===== config.mk =====
export PLATFORM = sky130hd
export DESIGN_NAME = mem_arbiter
export DESIGN_NICKNAME = d
export VERILOG_FILES = /design/src/rtl/mem_arb_pkg.sv /design/src/rtl/mem_arb_timer.sv /design/src/rtl/mem_arbiter.sv
export SDC_FILE = /design/constraint.sdc
export NUM_CORES = 1
export LEC_CHECK = 0
export BUFFER_PORTS_ARGS = -buffer_cell sky130_fd_sc_hd__clkbuf_2
export CAP_MARGIN = 5
export CORE_UTILIZATION = 28
export DETAILED_ROUTE_END_ITERATION = 10
export PLACE_DENSITY = 0.5
export SLEW_MARGIN = 20
export SYNTH_ARGS = -nofsm -noshare
export SYNTH_HDL_FRONTEND = slang
export SYNTH_HIERARCHICAL = 1
export SYNTH_SLANG_ARGS = --single-unit

===== constraint.sdc =====
create_clock -name clk -period 3.28 [get_ports clk]
set_input_delay 0.164 -clock clk [delete_from_list [all_inputs] [get_ports clk]]
set_output_delay 0.164 -clock clk [all_outputs]
set_load 0.005 [all_outputs]

===== src/rtl/mem_arb_pkg.sv =====
// Shared encodings for the two-port memory arbiter: FSM states and owner ids.
package mem_arb_pkg;

    typedef enum logic [1:0] {
        IDLE    = 2'd0,
        SERVE_I = 2'd1,
        SERVE_D = 2'd2
    } arb_state_e;

    localparam logic OWN_I = 1'b0;
    localparam logic OWN_D = 1'b1;

    function automatic arb_state_e serve_state(input logic own);
        return (own == OWN_D) ? SERVE_D : SERVE_I;
    endfunction

endpackage


===== src/rtl/mem_arb_timer.sv =====
// Transaction timeout counter: cleared on grant, advanced on every serve cycle
// without an acknowledge; expire flags the cycle whose edge reaches TO_CYCLES.
module mem_arb_timer #(
    parameter int TO_CYCLES = 64
) (
    input  logic clk,
    input  logic reset,
    input  logic clr,
    input  logic en,
    output logic expire
);

    localparam int CW = (TO_CYCLES < 2) ? 1 : $clog2(TO_CYCLES);
    localparam logic [CW-1:0] LAST = CW'(TO_CYCLES - 1);

    logic [CW-1:0] cnt_r;

    // Wait-cycle count for the transaction in flight
    always_ff @(posedge clk) begin
        if (reset) begin
            cnt_r <= '0;
        end else if (clr) begin
            cnt_r <= '0;
        end else if (en) begin
            cnt_r <= cnt_r + CW'(1);
        end else begin
            cnt_r <= cnt_r;
        end
    end

    assign expire = en && (cnt_r == LAST);

endmodule


===== src/rtl/mem_arbiter.sv =====
// Arbitrates an instruction-fetch port and a data port onto one memory bus.
// Define MEM_ARB_RR_EN to break ties toward the port not granted last;
// otherwise the data port always wins a tie.
module mem_arbiter
    import mem_arb_pkg::*;
#(
    parameter int TO_CYCLES = 64,
    parameter int AW        = 32,
    parameter int DW        = 32
) (
    input  logic          clk,
    input  logic          reset,
    input  logic          i_req,
    input  logic [AW-1:0] i_addr,
    output logic [DW-1:0] i_rdata,
    output logic          i_ready,
    input  logic          d_req,
    input  logic          d_we,
    input  logic [AW-1:0] d_addr,
    input  logic [DW-1:0] d_wdata,
    output logic [DW-1:0] d_rdata,
    output logic          d_ready,
    output logic          m_req,
    output logic          m_we,
    output logic [AW-1:0] m_addr,
    output logic [DW-1:0] m_wdata,
    input  logic [DW-1:0] m_rdata,
    input  logic          m_ack,
    output logic          busy,
    output logic          err
);

    arb_state_e state_r;
    logic       i_elig_s;
    logic       d_elig_s;
    logic       serving_s;
    logic       grant_s;
    logic       grant_own_s;
    logic       tmr_en_s;
    logic       expire_s;
`ifdef MEM_ARB_RR_EN
    logic       last_own_r;
`endif

    // Eligibility and grant choice; a port is ignored in its own ready cycle
    always_comb begin
        i_elig_s  = i_req && !i_ready;
        d_elig_s  = d_req && !d_ready;
        serving_s = (state_r != IDLE);
        grant_s   = !serving_s && (i_elig_s || d_elig_s);
        tmr_en_s  = serving_s && !m_ack;
`ifdef MEM_ARB_RR_EN
        if (i_elig_s && d_elig_s) begin
            grant_own_s = (last_own_r == OWN_I) ? OWN_D : OWN_I;
        end else if (d_elig_s) begin
            grant_own_s = OWN_D;
        end else begin
            grant_own_s = OWN_I;
        end
`else
        if (d_elig_s) begin
            grant_own_s = OWN_D;
        end else begin
            grant_own_s = OWN_I;
        end
`endif
    end

    mem_arb_timer #(
        .TO_CYCLES(TO_CYCLES)
    ) u_timer (
        .clk    (clk),
        .reset  (reset),
        .clr    (grant_s),
        .en     (tmr_en_s),
        .expire (expire_s)
    );

    // Arbiter FSM, bus drive registers and per-port completion registers
    always_ff @(posedge clk) begin
        if (reset) begin
            state_r <= IDLE;
            m_req   <= 1'b0;
            m_we    <= 1'b0;
            m_addr  <= '0;
            m_wdata <= '0;
            i_rdata <= '0;
            d_rdata <= '0;
            i_ready <= 1'b0;
            d_ready <= 1'b0;
            busy    <= 1'b0;
            err     <= 1'b0;
`ifdef MEM_ARB_RR_EN
            last_own_r <= OWN_I;
`endif
        end else begin
            i_ready <= 1'b0;
            d_ready <= 1'b0;
            err     <= 1'b0;
            case (state_r)
                IDLE: begin
                    if (grant_s) begin
                        state_r <= serve_state(grant_own_s);
                        busy    <= 1'b1;
                        m_req   <= 1'b1;
                        if (grant_own_s == OWN_D) begin
                            m_addr  <= d_addr;
                            m_wdata <= d_wdata;
                            m_we    <= d_we;
                        end else begin
                            m_addr  <= i_addr;
                            m_wdata <= '0;
                            m_we    <= 1'b0;
                        end
`ifdef MEM_ARB_RR_EN
                        last_own_r <= grant_own_s;
`endif
                    end
                end
                SERVE_I, SERVE_D: begin
                    // An acknowledge on the expiry edge still completes normally
                    if (m_ack || expire_s) begin
                        state_r <= IDLE;
                        busy    <= 1'b0;
                        m_req   <= 1'b0;
                        err     <= expire_s;
                        if (state_r == SERVE_I) begin
                            i_ready <= 1'b1;
                            i_rdata <= m_ack ? m_rdata : '0;
                        end else begin
                            d_ready <= 1'b1;
                            if (!m_ack) begin
                                d_rdata <= '0;
                            end else if (!m_we) begin
                                d_rdata <= m_rdata;
                            end else begin
                                d_rdata <= d_rdata;
                            end
                        end
                    end
                end
                default: begin
                    state_r <= IDLE;
                    busy    <= 1'b0;
                    m_req   <= 1'b0;
                end
            endcase
        end
    end

endmodule


=== Word-level counts from Yosys, hierarchy flattened ===
Cells that the tools add are included.

* Register bits after elaboration: 141
* Input bits: 134
* Output and inout bits: 134
* Logic and storage cells: 57

* $add $sub $neg: 1
* Equal/unequal tests: 6
* Multiplexer cells: 16
* Bitwise logic cells: 3
* Reductions and logical operators: 20

{| class="wikitable"
|+ Operators by type and width
! operator !! number
|-
| 2-to-1 mux 32 bit || 5
|-
| adder 6 x 1 -> 6 bit, second input constant || 1
|-
| equality test 6 bit, second input constant || 1
|-
| 2-to-1 mux 1 bit || 6
|-
| 2-to-1 mux 2 bit || 3
|-
| inequality test 2 bit, second input constant || 3
|-
| logical AND 1 bit || 5
|-
| zero test 1 bit || 4
|-
| one-hot mux 2 bit (2 select lines) || 1
|-
| AND reduction 2 bit || 2
|-
| AND reduction 4 bit || 1
|-
| OR reduction 2 bit || 2
|-
| NOT 1 bit || 3
|-
| AND reduction 3 bit || 1
|-
| OR reduction 3 bit || 1
|-
| equality test 2 x 1 -> 1 bit, second input constant || 1
|-
| equality test 2 bit, second input constant || 1
|-
| zero test 2 bit || 1
|-
| logical OR 1 bit || 2
|-
| one-hot mux 1 bit (2 select lines) || 1
|-
| nonzero test 2 bit || 1
|}

=== Logic depth before layout (Yosys ltp) ===
Gate-level depths: netlist of run 1.

* Depth after elaboration: 6
* Gate-level depth with buffers: 10
* Mapped depth without buffers: 8

=== Modules after synthesis ===
The synthesis of run 1 kept the hierarchy.

{| class="wikitable"
|+ Modules (own cells, without submodules)
! module !! instances !! cells each !! area an instance (sq um)
|-
| mem_arbiter || 1 || 509 || 5310.1
|-
| mem_arb_timer || 1 || 28 || 256.5
|}

=== Worst setup path before layout of run 1 ===
Ideal clock, no wire load.

* Path kind: register -> register
* Start point: register state_r[0]
* End point: register d_rdata[0]
* Setup time: 72 ps
* Arrival: 2203 ps
* Data required time: 3208 ps
* Slack: 1005 ps
* Stages on the path, launching flop included: 11
* Path buffers: 2
* Period minus slack after synthesis: 2275 ps
* Path through: dfxtp_1 inv_1 ha_1 buf_2 nor2_1 nand4_1 nor2_1 nand2b_1 a21oi_4 buf_6 mux2i_1

* Longest elaborated chain between the ends: 5

{| class="wikitable"
|+ Ends and longest elaborated chain
! element !! line !! RTL
|-
| from (decl) || mem_arbiter.sv:33 || <nowiki>arb_state_e state_r;</nowiki>
|-
| from (signal assigned) || mem_arbiter.sv:103 || <nowiki>state_r <= serve_state(grant_own_s);</nowiki>
|-
| nonzero test 2 bit || mem_arbiter.sv:49 || <nowiki>serving_s = (state_r != IDLE);</nowiki>
|-
| logical AND 1 bit || mem_arbiter.sv:51 || <nowiki>tmr_en_s = serving_s && !m_ack;</nowiki>
|-
| net tmr_en_s || mem_arbiter.sv:39 || <nowiki>logic tmr_en_s;</nowiki>
|-
| logical AND 1 bit || mem_arb_timer.sv:31 || <nowiki>assign expire = en && (cnt_r == LAST);</nowiki>
|-
| net expire_s || mem_arbiter.sv:40 || <nowiki>logic expire_s;</nowiki>
|-
| logical OR 1 bit || mem_arbiter.sv:122 || <nowiki>if (m_ack || expire_s) begin</nowiki>
|-
| AND reduction 4 bit (no source line) || n/a ||
|-
| to (signal assigned) || mem_arbiter.sv:135 || <nowiki>d_rdata <= m_rdata;</nowiki>
|-
| to (signal assigned) || mem_arbiter.sv:137 || <nowiki>d_rdata <= d_rdata;</nowiki>
|-
| to (decl) || mem_arbiter.sv:21 || <nowiki>output logic [DW-1:0] d_rdata,</nowiki>
|}

The timed path passes the listed nets, and every way through them passes these cells.
A chain may end at the register's enable or synchronous reset.

=== Worst setup path after layout of run 1 ===
* Start point: register state_r[0]
* End point: register d_rdata[6]

The elaborated chain is that of the path after synthesis.

==> flow_summary.yaml, run 1 <==
run_status:
  status: "finished, final reports clean"
worst_setup_path:
  reg2reg_depth: 9
  worstSetupPathType: "flip-flop to flip-flop"
  rr_startpoint: "state_r[0]"
  worst_r2r_endpoint: "d_rdata[6]"
  crit_required_ns: 3.62
  rrSetupSlack_ns: 0.73
  crit_arrival_ns: 2.89
  worst_setup_path_start_kind: "flip-flop"
  crit_fanout: 32
  worstSetupEndpointType: "flip-flop"
grt:
  grt_pass1_vias: 4852
  grt_pass1_wl_mm: 25.0
  grt_start_max_net_pins: 68
  antenna_found_initial: 0
  track_usage_pct: 15.8
  grt.overflow.total: 0
clock_tree:
  numCtsBuffers: 17
  cts_tree: "yes"
  cts_resized: 0
  postCtsSetupRepairBufs: 0
  cts.clk_slew.worst_paths_ns: 0.06
  clock_latency_ns: 0.42
  htreeDepth: 4
  cts_root_buffer: "clkbuf_16"
  clk_path_buf_depth: 2
  clkSinkCount: 141
finish:
  fill_cells: 1960
  area_growth_pct: 46.0
  drive_above_1_share_pct: 39.0
  nNetsFinal: 970
  num_antenna_cells: 0
  finish.utilization_pct: 41.8
timing:
  finalClockSkew_ns: 0.00765
  finalCriticalPeriod_ns: 2.55
  max_slew_margin_pct: 31.3
  tightest_slew_ns: 1.03
  maxSlewViolCount: 0
  fin_crit_sh_pct: 77.7
  fmax_mhz: 392
  setup_viol_count_final: 0
  rsz0062_at_grt: "false"
  hold_viol: 0
  tns_ns: 0
detailed_routing:
  ant_nets: 0
  vias: 5069
  wirelength_mm: 16.3
  dr.pass1.iters: 4
  drt_iter0_drc: 215
  avgRoutedWirePerCell_um: 14.6
  post-route-drc-count: 0
  vias_per_cell: 4.56
logic_synthesis:
  synth_top_area_share_pct: 50.7
  ys.flop_type: "dfxtp_1"
  synthArstFlopShare_pct: 0
  synth_most_common_cell: "dfxtp_1"
  synth_cells: 537
  ys_warn_count: 6
  ys_seq_elements: 141
  synth.area.top_cells: "dfxtp_1, mux2i_1, a32o_1"
  synth.net_count: 674
  yosysSeqAreaShare_pct: 50.7
  yosys-top-cells-count: "dfxtp_1, mux2i_1, nor2_1"
  yosysTopAreaCell: "dfxtp_1"
  synth_area_per_cell_um2: 10.4
  synth_cell_type_count: 40
  netlist_area_um2: 5570
  synth-edff-count: 0
placed_design:
  io_buffers: 267
  gp_congestion: 0.723
  hpwl_mm: 10.9
job:
  cap_violations: 0
worst_hold_path:
  whs_path_depth: 3
  hold_path_class: "primary input to flip-flop"
  worstHoldEndpoint: "m_addr[5]"
  hp-start: "d_addr[5]"
pwr:
  pwr_density_cell_nw_per_um2: 559
  ir_worst_vdd_mv: 0.345
  power_leakage_nw: 3.61
floorplanning:
  die_w_um: 143
  core.rowCount: 51
  die_y_um: 143
  die-area_um2: 20400
  io-pin-count: 268
  initial_utilization_pct: 28.6
  core_area_um2: 19500
-- worst max-delay path by stage --
stage                     depth (start not counted)  slack, ns          end       start
final                                             9       0.73   d_rdata[6]  state_r[0]
after global routing                              9       0.49  d_rdata[12]  state_r[0]
after CTS                                         9       0.73  d_rdata[16]  state_r[0]
after detailed placement                          9       0.75   d_rdata[7]  state_r[0]
after global placement                            9       0.82  d_rdata[10]  state_r[0]
after floorplan                                  10       1.00   d_rdata[0]  state_r[0]
-- logic make-up after synthesis --
kind of cell | after synthesis | synth area share [%]
xor gates and xnor gates | 4 | 0.629
AOI/OAI and AO/OA | 109 | 18.1
DFF | 141 | 50.7
buffers and inverters | 88 | 7.60
adders and majority gates | 3 | 0.674
and+or+nand+nor | 127 | 10.6
muxes | 65 | 11.7
-- metrics by stage --
stage	std cells	power [W]	setup slack [ns]	cell area (um^2)	hold slack [ns]
after floorplan	537	0.00243	1.00	5570	0.290
after global placement	1027	0.00275	0.820	7050	0.374
after detailed placement	1027	0.00275	0.747	7050	0.378
after CTS	1110	0.00463	0.732	8120	0.0000764
after global routing	1111	0.00479	0.492	8130	0.000980
final	1111	0.00455	0.731	8130	0.0169
-- state kept, by name, indices dropped and copies added, names as in the netlist --
signal         flops
d_rdata           32
i_rdata           32
m_addr            32
m_wdata           32
u_timer/cnt_r      6
state_r            2
busy               1
d_ready            1
err                1
i_ready            1
m_we               1
-- area by class of cell --
type / instances / area (um^2) / area share, %
clock buffers: 20 / 467 / 5.74
clock inverters: 12 / 88.8 / 1.09
inverters: 36 / 136 / 1.68
multi-input cells: 308 / 2340 / 28.8
flip-flops and latches: 141 / 2820 / 34.7
well taps: 265 / 332 / 4.08
repair buffers: 329 / 1940 / 23.9
-- power breakdown --
part	switching [W]	internal, W
sequential	0.0000754	0.00186
clock	0.000765	0.00103
combinational	0.000432	0.000391
total	0.00127	0.00327
-- critical path: stages, from the launching register on --
cell	delay, ns
dfxtp_1	0.33
inv_1	0.05
ha_1	0.31
nor2_1	0.38
nand4_1	0.21
nor2_1	0.35
nand2b_1	0.15
a21oi_4	0.19
buf_12	0.26
mux2i_1	0.23
-- placed cells by master (no fill, tap or decap), drive strengths merged --
master	synthesis	routed
and3	1	1
o21ai	5	5
nor3b	2	2
nor2	41	41
o32ai	32	32
o31ai	1	1
ha	3	3
and2	1	1
or3	1	1
inv	36	36
clkinvlp	0	4
a32o	33	33
xnor2	1	1
dfxtp	141	141
dlygate4sd3	0	52
a22oi	32	32
nor2b	2	2
nand2	36	36
a21oi	4	4
mux2i	65	65
or2	1	1
clkinv	0	8
nand3	32	32
nor3	1	1
nor4bb	1	1
o211ai	2	2
buf	35	10
clkbuf	17	287
nand4	2	2
xor2	3	3
nand2b	6	6
-- per-layer routing --
layer | vias to the layer above | GRT usage, % | share of wire [%]
met3 | 15 | 5.47 | 7.4
met5 | - | 0 | 0
met1 | 2351 | 18.6 | 43
li1 | 2531 | - | -
met4 | 0 | 5.72 | 1.1
met2 | 172 | 26.4 | 48
-- repair_timing --
item                                   CTS  global route
endpoints found under the hold margin   48             1
setup endpoints to repair                0             0
hold buffers                            51             1
Power figures use the tool's default switching activity.
==> run 2: changes to the inputs <==
Clock period 3.28 ns to 2.5 ns, I/O delays scaled along.
==> run 2 against run 1 <==
  * Routed wire length grew 7.6%
  * Die area unchanged
  * Clock power up 35%
  * Critical path depth shrank 4
  * Sequential power is 31% higher
  * Via count increased by 6.7%
  * Register-to-register slack lost 0.37 ns
  * Combinational power increased by 48%
  * Total power is 36% higher
  * First-iteration DRC count is 11% lower
  * Largest cell class unchanged
  * Highest routed layer unchanged
==> flow_summary.yaml, run 2 (same netlist as run 1, synthesis figures left out) <==
pwr:
  pwr_density_cell_nw_per_um2: 697
  power_leakage_nw: 3.91
  ir_worst_vdd_mv: 0.526
worst_setup_path:
  crit_required_ns: 2.77
  crit_arrival_ns: 2.41
  max_stage_delay_ns: 0.60
  rrSetupSlack_ns: 0.36
  crit_fanout: 19
  worstSetupStartpoint: "d_ready"
  worst_r2r_endpoint: "m_addr[30]"
  worstSetupEndpointType: "flip-flop"
  rr_startpoint: "d_ready"
  cp_cell_sequence: "nand2b_2 -> buf_12 -> mux2i_1 -> dlygate4sd3_1 -> o32ai_2"
  worst_setup_path_start_kind: "flip-flop"
  worstSetupEndpoint: "m_addr[30]"
  reg2reg_depth: 5
  worstSetupPathType: "flip-flop to flip-flop"
  crit_slowest_cell: "dlygate4sd3_1"
detailed_routing:
  ant_nets: 0
  avgRoutedWirePerCell_um: 14.8
  vias_per_cell: 4.57
  drt_iter0_drc: 192
  post-route-drc-count: 0
  wirelength_mm: 17.5
  dr.pass1.iters: 5
  vias: 5407
clock_tree:
  cts_root_buffer: "clkbuf_16"
  clkSinkCount: 141
  clk_path_buf_depth: 2
  cts.clk_slew.worst_paths_ns: 0.06
  numCtsBuffers: 17
  cts_tree: "yes"
  clock_latency_ns: 0.41
  hold_buffers: 117
  htreeDepth: 4
  cts_resized: 0
  postCtsSetupRepairBufs: 0
placed_design:
  io_buffers: 267
  gp_congestion: 0.717
  hpwl_mm: 11.1
  place_area_um2: 7120
floorplanning:
  core.rowCount: 51
  core_area_um2: 19500
  die-area_um2: 20400
  die_y_um: 143
  io-pin-count: 268
  die_w_um: 143
  initial_utilization_pct: 28.6
finish:
  num_antenna_cells: 0
  drive_above_1_share_pct: 36.4
  nNetsFinal: 1041
  area_growth_pct: 59.1
  final_area_um2: 8860
  final_common_cell: "clkbuf_2"
  mostFrequentLayoutCells: "clkbuf_2, dfxtp_1, dlygate4sd3_1"
timing:
  finalCriticalPeriod_ns: 2.14
  hold_viol: 0
  max_slew_margin_pct: 44.0
  setup_viol_count_final: 0
  tightest_slew_ns: 0.841
  fmax_mhz: 467
  rsz0062_at_grt: "false"
  maxSlewViolCount: 0
  tns_ns: 0
  fin_crit_sh_pct: 85.7
  finalClockSkew_ns: 0.0103
job:
  cap_violations: 0
grt:
  grt_start_max_net_pins: 68
  grt_pass1_vias: 5336
  track_usage_pct: 17.2
  antenna_found_initial: 0
  grt_pass1_wl_mm: 27.3
  grt.overflow.total: 0
worst_hold_path:
  hp-start: "i_addr[23]"
  hold_path_class: "primary input to flip-flop"
run_status:
  status: "finished, final reports clean"
## run 2: where the power goes
part           total, W  switching, W  internal [W]  leakage, nW
clock           0.00242       0.00102       0.00140        0.264
sequential      0.00253      0.000101       0.00243         1.15
combinational   0.00122      0.000603      0.000615         2.50
## run 2: worst min path at each step
stage                       end  slack, ns  cells past startpoint
floorplan            m_wdata[0]       0.25                      1
global placement    m_wdata[19]       0.33                      2
detailed placement  m_wdata[22]       0.34                      2
CTS                  m_addr[22]     0.0002                      3
global route         m_addr[23]      0.001                      3
finish               m_addr[23]       0.02                      3
## run 2: worst max-delay path: cells and delay by family, from the launching register on
kind	cells	cell delay, ns
DFF	1	0.46
and+or+nand+nor	1	0.39
buffers and inverters	2	0.83
muxes	1	0.23
AOI/OAI and AO/OA	1	0.07
## run 2: layout make-up
cell class	count	area, um^2
Clock inverter	12	116
Timing Repair Buffer	400	2670
Clock buffer	20	447
Tap cell	265	332
Fill cell	1841	10600
Inverter	36	136
Sequential cell	141	2820
Multi-Input combinational cell	308	2340
## run 2: metrics by stage
| step | total power, W | instances | hold slack (ns) | utilization [%] | worst slack, ns |
|---|---|---|---|---|---|
| 3_3_place_gp | 0.00363 | 1033 | 0.334 | 36.6 | 0.458 |
| 3_5_place_dp | 0.00364 | 1033 | 0.339 | 36.6 | 0.362 |
| 5_1_grt | 0.00650 | 1182 | 0.00115 | 45.5 | 0.143 |
| 6_report | 0.00618 | 1182 | 0.0151 | 45.5 | 0.358 |
| 2_1_floorplan | 0.00319 | 537 | 0.251 | - | 0.225 |
| 4_1_cts | 0.00625 | 1182 | 0.000217 | 45.5 | 0.350 |
## run 2: metal layers
| layer | global-route usage [%] | wire (um) | vias to the layer above |
|---|---|---|---|
| met5 | 0 | 0 | - |
| met1 | 20.3 | 7560 | 2505 |
| met4 | 5.38 | 226 | 0 |
| met3 | 5.33 | 1150 | 18 |
| li1 | - | - | 2684 |
| met2 | 29.4 | 8570 | 200 |
==> run 3: changes to the inputs <==
Settings changed: GPL_TIMING_DRIVEN set to 0, PLACE_DENSITY 0.5 to 0.55.
==> run 3 against run 2 <==
  * Die area did not move
  * Sequential cell count did not move
  * Cell count rose by 4.1%
  * Worst setup slack got worse by 0.096 ns
  * Clock skew fell by 0.0039 ns
  * Total power fell by 0.26%
  * Register-to-register slack got worse by 0.096 ns
  * Clock power fell by 3%
  * Sequential share of layout area fell by 0.85 points
  * Critical path depth rose by 6
  * Non-clock buffer count rose by 49
  * First-iteration DRC count rose by 12%
==> flow_summary.yaml, run 3 (same netlist as run 1, synthesis figures left out) <==
worst_setup_path:
  crit_required_ns: 2.84
  worstSetupEndpointType: "flip-flop"
  reg2reg_depth: 11
  worstSetupStartpoint: "state_r[0]"
  worstSetupPathType: "flip-flop to flip-flop"
  worst_r2r_endpoint: "d_rdata[2]"
  worst_setup_path_start_kind: "flip-flop"
  rr_startpoint: "state_r[0]"
  crit_arrival_ns: 2.58
  crit_fanout: 10
  rrSetupSlack_ns: 0.26
clock_tree:
  cts.clk_slew.worst_paths_ns: 0.06
  cts_root_buffer: "clkbuf_16"
  clk_path_buf_depth: 2
  clkSinkCount: 141
  numCtsBuffers: 17
  clock_latency_ns: 0.41
  cts_tree: "yes"
  htreeDepth: 4
timing:
  tns_ns: 0
  finalClockSkew_ns: 0.00640
  rsz0062_at_grt: "false"
  max_slew_margin_pct: 58.6
  finalCriticalPeriod_ns: 2.24
  hold_viol: 0
  fin_crit_sh_pct: 89.5
  tightest_slew_ns: 0.621
  fmax_mhz: 447
  setup_viol_count_final: 0
  maxSlewViolCount: 0
  hold_slack_ns: 0.0244
floorplanning:
  core_area_um2: 19500
  die_y_um: 143
  io-pin-count: 268
  die-area_um2: 20400
  die_w_um: 143
  initial_utilization_pct: 28.6
  core.rowCount: 51
placed_design:
  io_buffers: 267
  place_area_um2: 7230
  hpwl_mm: 12.5
  gp_congestion: 0.712
grt:
  grt_pass1_wl_mm: 27.8
  grt_pass1_vias: 5555
  grt_start_max_net_pins: 17
  grt.overflow.total: 0
  track_usage_pct: 17.5
  antenna_found_initial: 0
pwr:
  pwr_density_cell_nw_per_um2: 677
  ir_worst_vdd_mv: 0.512
  p_total_w: 0.00616
  power_leakage_nw: 4.06
detailed_routing:
  vias: 5567
  post-route-drc-count: 0
  drt_iter0_drc: 215
  dr.pass1.iters: 5
  avgRoutedWirePerCell_um: 14.8
  vias_per_cell: 4.52
  wirelength_mm: 18.2
  ant_nets: 0
finish:
  mostFrequentLayoutCells: "clkbuf_2, dfxtp_1, dlygate4sd3_1"
  final_area_um2: 9100
  nNetsFinal: 1090
  multi_input_area_um2: 2340
  fill_cells: 1864
  drive_above_1_share_pct: 37.0
  seqCellArea_um2: 2820
  area_growth_pct: 63.5
  finish.utilization_pct: 46.8
  num_antenna_cells: 0
  final_common_cell: "clkbuf_2"
job:
  cap_violations: 0
worst_hold_path:
  worstHoldEndpoint: "m_addr[9]"
  hold_path_class: "primary input to flip-flop"
  hp-start: "i_addr[9]"
  whs_path_depth: 3
run_status:
  status: "finished, final reports clean"
run 3: final cells by class:
cell class,instances,share of cell area [%]
flip-flops and latches,141,31.0
repair buffers,397,29.1
multi-input cells,308,25.7
clock buffers,19,4.98
well taps,265,3.64
plain buffers,52,3.16
inverters,36,1.48
clock inverters,13,0.990
run 3: per-layer routing:
metal / track usage (%) / part of all wire, %
met4: 5.55 / 1.4
met5: 0 / 0
met3: 4.83 / 6.0
met1: 21.4 / 45
met2: 29.6 / 48
run 3: worst max path at each step:
stage,end,slack (ns)
2_1_floorplan,d_rdata[13],0.22
3_3_place_gp,d_rdata[9],-0.21
3_5_place_dp,d_rdata[7],-0.28
4_1_cts,d_rdata[7],0.02
5_1_grt,d_rdata[14],0.07
6_report,d_rdata[2],0.26
run 3: what timing repair did:
| item | in CTS | in global routing |
|---|---|---|
| hold buffers | 128 | 0 |
| resized for setup | 3 | 1 |
| endpoints found under the hold margin | 124 | 0 |
| pin swaps | 0 | 1 |
| setup buffers | 0 | 2 |
| gates cloned | 0 | 0 |
| endpoints found under the setup margin | 33 | 30 |
run 3: where the power goes:
group          switching [W]  internal, W  total [W]
clock network        0.00101      0.00132    0.00234
registers           0.000101      0.00243    0.00253
logic               0.000620     0.000666    0.00129
run 3: worst max-delay path, cell delays in order, from the launching register on:
cell      delay [ns]
dfxtp_1         0.34
inv_1           0.06
ha_1            0.18
buf_2           0.18
nor2_4          0.19
nand4_1         0.20
nor2_4          0.24
nand2b_1        0.12
a21oi_4         0.16
buf_12          0.14
buf_6           0.17
mux2i_1         0.20
run 3: metrics by stage:
step | setup WS [ns] | std cells
after global placement | -0.211 | 1069
after detailed placement | -0.285 | 1069
after global routing | 0.0727 | 1231
after floorplan | 0.225 | 537
final | 0.262 | 1231
after CTS | 0.0234 | 1229
